--- config.mk ---
export PLATFORM = sky130hd
export DESIGN_NAME = sqrt_datapath
export DESIGN_NICKNAME = d
export VERILOG_FILES = /design/src/rtl/sqrt_datapath.sv
export SDC_FILE = /design/constraint.sdc
export NUM_CORES = 1
export LEC_CHECK = 0
export BUFFER_PORTS_ARGS = -buffer_cell sky130_fd_sc_hd__buf_2
export CORE_MARGIN = 2
export CORE_UTILIZATION = 38
export CTS_CLUSTER_DIAMETER = 80
export DETAILED_ROUTE_END_ITERATION = 6
export GPL_ROUTABILITY_DRIVEN = 1
export PLACE_DENSITY = 0.57
export REMOVE_ABC_BUFFERS = 1
export SYNTH_ARGS = -nofsm -noshare
export SYNTH_HDL_FRONTEND = slang
export SYNTH_SLANG_ARGS = --single-unit
--- constraint.sdc ---
create_clock -name clk -period 4.9 [get_ports clk]
set_input_delay 0.98 -clock clk [delete_from_list [all_inputs] [get_ports clk]]
set_output_delay 0.98 -clock clk [all_outputs]
set_load 0.01 [all_outputs]
--- src/rtl/sqrt_datapath.sv ---
// Register/ALU datapath for the square-root unit: R1..R5, two arithmetic units with
// operand muxes, status flags back to the controller, and result capture on Done.
module sqrt_datapath #(
   parameter int WIDTH = 16
) (
   input  logic             clk,
   input  logic             rst_n,
   input  logic [WIDTH-1:0] data_in,
   input  logic             en_R1,
   input  logic             en_R2,
   input  logic             en_R3,
   input  logic             en_R4,
   input  logic             en_R5,
   input  logic             bus1,
   input  logic [1:0]       bus2,
   input  logic [1:0]       bus3,
   input  logic [1:0]       bus4,
   input  logic [1:0]       bus5,
   input  logic             bus6,
   input  logic [1:0]       bus7,
   input  logic [1:0]       sel_AU1,
   input  logic [1:0]       sel_AU2,
   input  logic             Done,
   output logic             flag_neg,
   output logic             flag_zero,
   output logic [WIDTH-1:0] result,
   output logic             result_valid,
   output logic             busy
);

   logic [WIDTH-1:0] r1_q, r2_q, r3_q, r4_q, r5_q;
   logic [WIDTH-1:0] r1_d, r2_d, r345_d;
   logic [WIDTH-1:0] au1_a, au1_b, au1_y;
   logic [WIDTH-1:0] au2_a, au2_b, au2_y;
   logic             flag_neg_q, flag_neg_d;
   logic             flag_zero_q, flag_zero_d;
   logic [WIDTH-1:0] result_q;
   logic             result_valid_q;
   logic             busy_q, busy_d;
   logic             done_q;
   logic             done_rise;
   logic             any_en;

   // AU1 operand muxes and operation
   always_comb begin
      au1_a = '0;
      au1_b = '0;
      au1_y = '0;
      case (bus2)
         2'b00:   au1_a = r1_q;
         2'b01:   au1_a = r2_q;
         2'b10:   au1_a = r3_q;
         default: au1_a = data_in;
      endcase
      case (bus3)
         2'b00:   au1_b = r2_q;
         2'b01:   au1_b = r4_q;
         2'b10:   au1_b = WIDTH'(1);
         default: au1_b = '0;
      endcase
      case (sel_AU1)
         2'b00:   au1_y = au1_a + au1_b;
         2'b01:   au1_y = au1_a - au1_b;
         2'b10:   au1_y = au1_a + WIDTH'(1);
         default: au1_y = au1_a;
      endcase
   end

   // AU2 operand muxes and operation
   always_comb begin
      au2_a = '0;
      au2_b = '0;
      au2_y = '0;
      case (bus4)
         2'b00:   au2_a = r3_q;
         2'b01:   au2_a = r4_q;
         2'b10:   au2_a = r5_q;
         default: au2_a = r1_q;
      endcase
      case (bus5)
         2'b00:   au2_b = r5_q;
         2'b01:   au2_b = WIDTH'(1);
         2'b10:   au2_b = r2_q;
         default: au2_b = '0;
      endcase
      case (sel_AU2)
         2'b00:   au2_y = au2_a + au2_b;
         2'b01:   au2_y = au2_a - au2_b;
         2'b10:   au2_y = {au2_a[WIDTH-2:0], 1'b0};
         default: au2_y = au2_b;
      endcase
   end

   // Write-source selection; R3/R4/R5 share one source
   always_comb begin
      r1_d   = bus1 ? au2_y : au1_y;
      r2_d   = bus6 ? au2_y : au1_y;
      r345_d = '0;
      case (bus7)
         2'b00:   r345_d = au1_y;
         2'b01:   r345_d = au2_y;
         2'b10:   r345_d = data_in;
         default: r345_d = '0;
      endcase
   end

   assign flag_neg_d  = (sel_AU1 == 2'b01) && (au1_a < au1_b);
   assign flag_zero_d = (au1_y == '0);
   assign done_rise   = Done & ~done_q;
   assign any_en      = en_R1 | en_R2 | en_R3 | en_R4 | en_R5;

   // Clearing on the result pulse takes priority over a new start
   always_comb begin
      busy_d = busy_q;
      if (done_rise)
         busy_d = 1'b0;
      else if (any_en && !busy_q)
         busy_d = 1'b1;
   end

   always_ff @(posedge clk or negedge rst_n) begin
      if (!rst_n) begin
         r1_q           <= '0;
         r2_q           <= '0;
         r3_q           <= '0;
         r4_q           <= '0;
         r5_q           <= '0;
         flag_neg_q     <= 1'b0;
         flag_zero_q    <= 1'b0;
         result_q       <= '0;
         result_valid_q <= 1'b0;
         busy_q         <= 1'b0;
         done_q         <= 1'b0;
      end else begin
         if (en_R1) r1_q <= r1_d;
         if (en_R2) r2_q <= r2_d;
         if (en_R3) r3_q <= r345_d;
         if (en_R4) r4_q <= r345_d;
         if (en_R5) r5_q <= r345_d;
         flag_neg_q     <= flag_neg_d;
         flag_zero_q    <= flag_zero_d;
         done_q         <= Done;
         result_valid_q <= done_rise;
         if (done_rise) result_q <= r3_q;
         busy_q         <= busy_d;
      end
   end

   // result_valid is a single-cycle pulse with no back-pressure; result is stable
   // from that pulse until the next rising edge of Done.
   assign flag_neg     = flag_neg_q;
   assign flag_zero    = flag_zero_q;
   assign result       = result_q;
   assign result_valid = result_valid_q;
   assign busy         = busy_q;

endmodule

==> results of run 1 <==
-- cell families after synthesis --
| family | Yosys count |
|---|---|
| muxes | 107 |
| buffers and inverters | 91 |
| AOI/OAI and AO/OA | 305 |
| xor gates and xnor gates | 32 |
| DFF | 101 |
| adders and majority gates | 50 |
| and+or+nand+nor | 397 |
-- power groups by stage --
stage               combinational, W  clock [W]  sequential, W
global placement             0.00318          0        0.00132
detailed placement           0.00322          0        0.00133
CTS                          0.00324   0.000824        0.00131
finish                       0.00333   0.000820        0.00133
global route                 0.00367   0.000857        0.00135
floorplan                    0.00222          0        0.00124
-- flip-flops by register name (all words and copies together) (netlist names) --
signal	cells
r2_q	16
result_valid	1
result	16
r3_q	16
r1_q	16
r4_q	16
r5_q	16
flag_zero	1
flag_neg	1
done_q	1
busy	1
-- area by class of cell --
cell class              count  area [um^2]  area share [%]
diodes                      1        2.502         0.02396
clock buffers              12        256.5           2.456
clock inverters             4        77.57          0.7428
inverters                  29        108.9           1.042
multi-input cells         891         6309           60.40
flip-flops and latches    101         2527           24.20
well taps                 319        399.1           3.822
repair buffers            121        763.2           7.308
-- worst max-delay path, cell delays in order --
cell and delay [ps]:
buf_2 110, buf_4 210, mux2i_1 270, nor2_1 100, buf_4 170, or3_1 420
o21ai_0 240, xor2_1 210, ha_1 280, and4_4 160, a221o_1 280, a211o_1 340
buf_4 170, o211ai_1 210, xnor2_1 140, o211ai_1 220, o211a_1 240, a21oi_1 80
-- cells in the final DEF, fill, tap and decap left out, types with 27 or more instances in the layout --
cell type / Yosys / layout
buf_4: 1 / 63
o21ai_0: 77 / 75
nand2_1: 110 / 110
mux4_2: 32 / 32
ha_1: 47 / 46
a21oi_1: 91 / 90
inv_1: 27 / 27
dfrtp_1: 101 / 101
buf_2: 7 / 58
nor2_1: 140 / 140
mux2i_1: 51 / 51
-- stage by stage --
step,instances,setup WS (ps),hold WS (ps),utilization [%]
after floorplan,1021,-62.97,461.8,-
after global placement,1460,-253.4,455.0,42.68
after detailed placement,1460,-332.3,460.3,42.68
after CTS,1476,29.78,479.0,44.10
after global routing,1478,8.351,498.0,44.36
final,1478,265.3,473.0,44.36
-- final timing paths --
path                             end       from  cells past startpoint
min in group asynchronous  result[3]      rst_n                      1
setup / recovery            r3_q[13]    bus5[1]                     18
setup reg to reg            r3_q[13]    r5_q[1]                     19
hold reg to reg            result[4]  result[4]                      2
max in group asynchronous    r4_q[1]      rst_n                      2
hold / removal             result[4]  result[4]                      2
-- layer usage --
metal,global-route usage (%),up-vias
met3,5.522,43
li1,-,4132
met2,39.51,353
met4,6.736,0
met1,33.68,4224
met5,0,-
-- timing repair --
item	4_1_cts	5_1_grt
gates resized for setup	0	14
buffers inserted	0	1
endpoints found under the setup margin	0	34
==> impl_metrics.toml, run 1 <==
[outcome]
status = "finished clean"

[synth]
ys_ff_latch = 101
ys_async_sr_fraction_pct = 100.0
yosysMostFrequentCell = "nor2_1"
synth_simple_gate_area_share_pct = 20.46
synth_top_area_share_pct = 27.61
synth_warnings = 0
synthXorXnorAreaFrac_pct = 3.062
synth_top_family_by_area = "compound AO/OA/AOI/OAI gates"
synthCells = 1083
syn-cell-area_um2 = 9153
yosys-top-cells-area = "dfrtp_1 28%, mux4_2 7.9%, ha_1 6.4%"
synth_common_cells = "140 x nor2_1, 110 x nand2_1, 101 x dfrtp_1"
synth_mux_area_share_pct = 16.43
avgSynthCellArea_um2 = 8.451
synth_compound_area_share_pct = 21.31
synth_seq_area_share_pct = 27.61
ys.flop_type = "dfrtp_1"
synthAdderAreaFrac_pct = 7.081
synth_top_cell_by_area = "dfrtp_1"
ys_types = 84
synth_edf_count = 0

[detailed_routing]
dr_wl_met3_mm = 2.539
routed_via_density = 5.922
drt_iter0_markers = 707
top_layer_used = "met4"
wl_met2_mm = 14.41
vias = 8752
avgRoutedWirePerCell_um = 21.29
wl_met1_mm = 13.84
drc = 0
ant_nets = 0
dr.pass1.iters = 6
wirelength_mm = 31.47

[timing]
maxSlewViolCount = 0
rsz0062_at_grt = "no"
setup_viol = 0
worst_slew_pin_slew_ps = 1209
hold_viol = 0
maxSlewHeadroom_pct = 19.12
finalCriticalPeriod_ps = 4635
skew_ps = 9.663
setup-tns-final_ps = 0
post-route-period-util_pct = 94.59
fmax_mhz = 215.8

[die]
die_w_um = 159.2
dieArea_um2 = 25340
coreArea_um2 = 23540
start_util_pct = 38.88
fp-row-count = 56
die_h_um = 159.2
num_io_pins = 60

[layout]
final_area_um2 = 10440
fillerInstances = 2406
nNetsFinal = 1243
layout-drive-gt1-share_pct = 20.29
area_growth_pct = 14.11

[global_routing]
grt_usage_pct = 24.67
grt_max_degree = 75
overflow = 0
antenna_found_initial = 1
grt_pass1_vias = 8331
grt_pass1_wl_mm = 48.92

[cts]
worstSkewPairLatency_ps = 360
clock_tree.root_cell = "clkbuf_16"
ctsHoldBuffers = 0
clk_pin_slew_ps = 70
numCtsBuffers = 9
ctsLongestPathBuffers = 2
clock-sinks = 101
htreeDepth = 3
cts_tree = "yes"

[pwr]
power_frac_seq_pct = 24.2
combPwrFrac_pct = 60.8
ir_drop_mv = 0.1985
clkPwrFrac_pct = 15.0
leakagePower_nw = 4.626
internal_power_w = 0.003013
p_sw_w = 0.002467
swShare_pct = 45.01
power_w = 0.005480
p_per_area_nw_per_um2 = 524.7

[placed_design]
placed_area_um2 = 10050
port_buffers = 59
gp_congestion = 0.9351
dp_hpwl_mm = 24.08

[critical_path]
cp_max_fo = 10
path_class = "primary input to flop"
worstPathRequired_ps = 5110
end_kind = "flop"
critPathLaunchType = "primary input"
rrSetupSlack_ps = 680
worstPathArrival_ps = 4840

[worst_hold_path]
hp-class = "flop to flop"

[flow_run]
drv_cap = 0
Note: power is estimated with default switching activity, not from simulation.
==> run 2, diff against run 1 <==
--- a/config.mk
+++ b/config.mk
@@ -7,11 +7,11 @@
 export LEC_CHECK = 0
 export BUFFER_PORTS_ARGS = -buffer_cell sky130_fd_sc_hd__buf_2
 export CORE_MARGIN = 2
-export CORE_UTILIZATION = 38
+export CORE_UTILIZATION = 40
 export CTS_CLUSTER_DIAMETER = 80
 export DETAILED_ROUTE_END_ITERATION = 6
 export GPL_ROUTABILITY_DRIVEN = 1
-export PLACE_DENSITY = 0.57
+export PLACE_DENSITY = 0.6
 export REMOVE_ABC_BUFFERS = 1
 export SYNTH_ARGS = -nofsm -noshare
 export SYNTH_HDL_FRONTEND = slang
==> constraint.sdc (replaced) <==
create_clock -name clk -period 5.2 [get_ports clk]
set_input_delay 1.04 -clock clk [delete_from_list [all_inputs] [get_ports clk]]
set_output_delay 1.04 -clock clk [all_outputs]
set_load 0.01 [all_outputs]
==> impl_metrics.toml, run 2 (same netlist as run 1, synthesis figures left out) <==
[cts]
ctsHoldBuffers = 0
clk_pin_slew_ps = 80
cts_tree = "yes"
clock_tree.root_cell = "clkbuf_16"
ctsLongestPathBuffers = 2
clock-sinks = 101
htreeDepth = 3
worstSkewPairLatency_ps = 350
numCtsBuffers = 9

[layout]
final_cell_mix = "140 x nor2_1, 110 x nand2_1, 101 x dfrtp_1"
final_common_cell = "nor2_1"
area_growth_pct = 10.99
nNetsFinal = 1218
fillerInstances = 2227
layout-drive-gt1-share_pct = 18.01
multiInputGateArea_um2 = 6265
final_cells = 1419
ff_latch_area_um2 = 2527

[critical_path]
reg2reg_depth = 18
end_kind = "flop"
critPathLaunchType = "primary input"
cp_num_buf_inv = 1
rrSetupSlack_ps = 880
critPathSlowestCell = "or4_4"
r2r-start = "r5_q[1]"
cp_cell_sequence = "buf_2, or2_2, o21ai_1, ha_1, o21ai_1, or4_4, nor3_2, nor2_1, xnor2_1, ha_1, and4_1, a221o_1, a211o_1, a31oi_1, o311ai_0, a22oi_1, o21a_1, a21oi_1"
cp_max_fo = 3
critical_path.top_delay_family = "compound AO/OA/AOI/OAI gates"
path_class = "primary input to flop"
critical-path-max-stage-delay_ps = 530
worstPathRequired_ps = 5400
worstPathArrival_ps = 5090
rr_endpoint = "r4_q[11]"

[global_routing]
grt_pass1_wl_mm = 46.89
grt_usage_pct = 24.95
antenna_found_initial = 1
grt_max_degree = 76
overflow = 0
grt_pass1_vias = 8360

[timing]
setup_viol = 0
maxSlewViolCount = 0
fmax_mhz = 204.2
post-route-period-util_pct = 94.18
maxSlewHeadroom_pct = 15.21
finalCriticalPeriod_ps = 4897
skew_ps = 12.61
hold_viol = 0
rsz0062_at_grt = "no"
worst_slew_pin_slew_ps = 1267

[die]
start_util_pct = 40.55
dieArea_um2 = 24110
die_h_um = 155.3
die_w_um = 155.3
num_io_pins = 60
fp-row-count = 55
coreArea_um2 = 22570

[flow_run]
drv_cap = 0

[detailed_routing]
drc = 0
ant_nets = 0
vias = 8564
dr.pass1.iters = 5
drt_iter0_markers = 639
avgRoutedWirePerCell_um = 20.91
wirelength_mm = 29.68
routed_via_density = 6.035

[pwr]
p_per_area_nw_per_um2 = 488.0
ir_drop_mv = 0.1891
internal_power_w = 0.002717
power_w = 0.004957
power_frac_seq_pct = 25.1
swShare_pct = 45.19
combPwrFrac_pct = 59.9
clkPwrFrac_pct = 15.0
p_sw_w = 0.002240
leakagePower_nw = 4.488

[worst_hold_path]
hold_depth = 2
holdPathEnd = "result[1]"
hp-start = "result[1]"
hp-class = "flop to flop"

[placed_design]
placed_cells = 1402
gp_congestion = 0.9232
port_buffers = 59
dp_hpwl_mm = 22.85

[outcome]
status = "finished clean"
## run 2: timing repair
item / CTS / global route
setup endpoints to repair: 0 / 19
resized for setup: 0 / 3
setup buffers: 0 / 0
## run 2: per-layer routing
layer / up-vias / part of all wire [%] / track usage [%]
li1: 4092 / - / -
met1: 4104 / 43 / 33.79
met2: 342 / 47 / 41.38
met3: 26 / 8.1 / 4.791
met4: 0 / 1.7 / 6.160
met5: - / 0 / 0
## run 2: worst max-delay path by stage
stage / to / cells past startpoint / from
2_1_floorplan: r4_q[12] / 17 / bus5[0]
3_3_place_gp: r4_q[15] / 18 / bus5[0]
3_5_place_dp: r4_q[12] / 18 / bus5[0]
4_1_cts: r4_q[12] / 18 / bus5[0]
5_1_grt: r5_q[11] / 18 / bus5[0]
6_report: r4_q[11] / 18 / bus5[0]
## run 2: tightest hold or removal path: cells and delay by family, from the launching register on
kind / cells / cell delay [ps]
DFF: 1 / 340
and+or+nand+nor: 2 / 100
## run 2: power groups by stage
stage	sequential [W]	combinational, W	clock [W]
finish	0.00124	0.00297	0.000742
global placement	0.00124	0.00287	0
detailed placement	0.00125	0.00291	0
global route	0.00127	0.00329	0.000778
CTS	0.00123	0.00293	0.000749
floorplan	0.00117	0.00210	0
## run 2: layout make-up
type,instances,area share (%)
Sequential cell,101,24.88
Clock buffer,10,2.254
Inverter,29,1.072
Multi-Input combinational cell,891,61.67
Antenna cell,1,0.02463
Clock inverter,6,0.9238
Timing Repair Buffer,96,5.666
Tap cell,285,3.510
## run 2: through the flow
step | hold slack, ps | cell area, um^2 | setup WS [ps] | TNS, ps | utilization [%]
floorplan | 461.8 | 8892 | 177.0 | 0 | -
global placement | 454.1 | 9824 | -47.12 | -274.6 | 43.53
detailed placement | 457.0 | 9824 | -125.4 | -1513 | 43.53
CTS | 475.4 | 10150 | 234.2 | 0 | 44.96
global route | 489.5 | 10160 | 54.17 | 0 | 45.01
finish | 473.7 | 10160 | 302.9 | 0 | 45.01
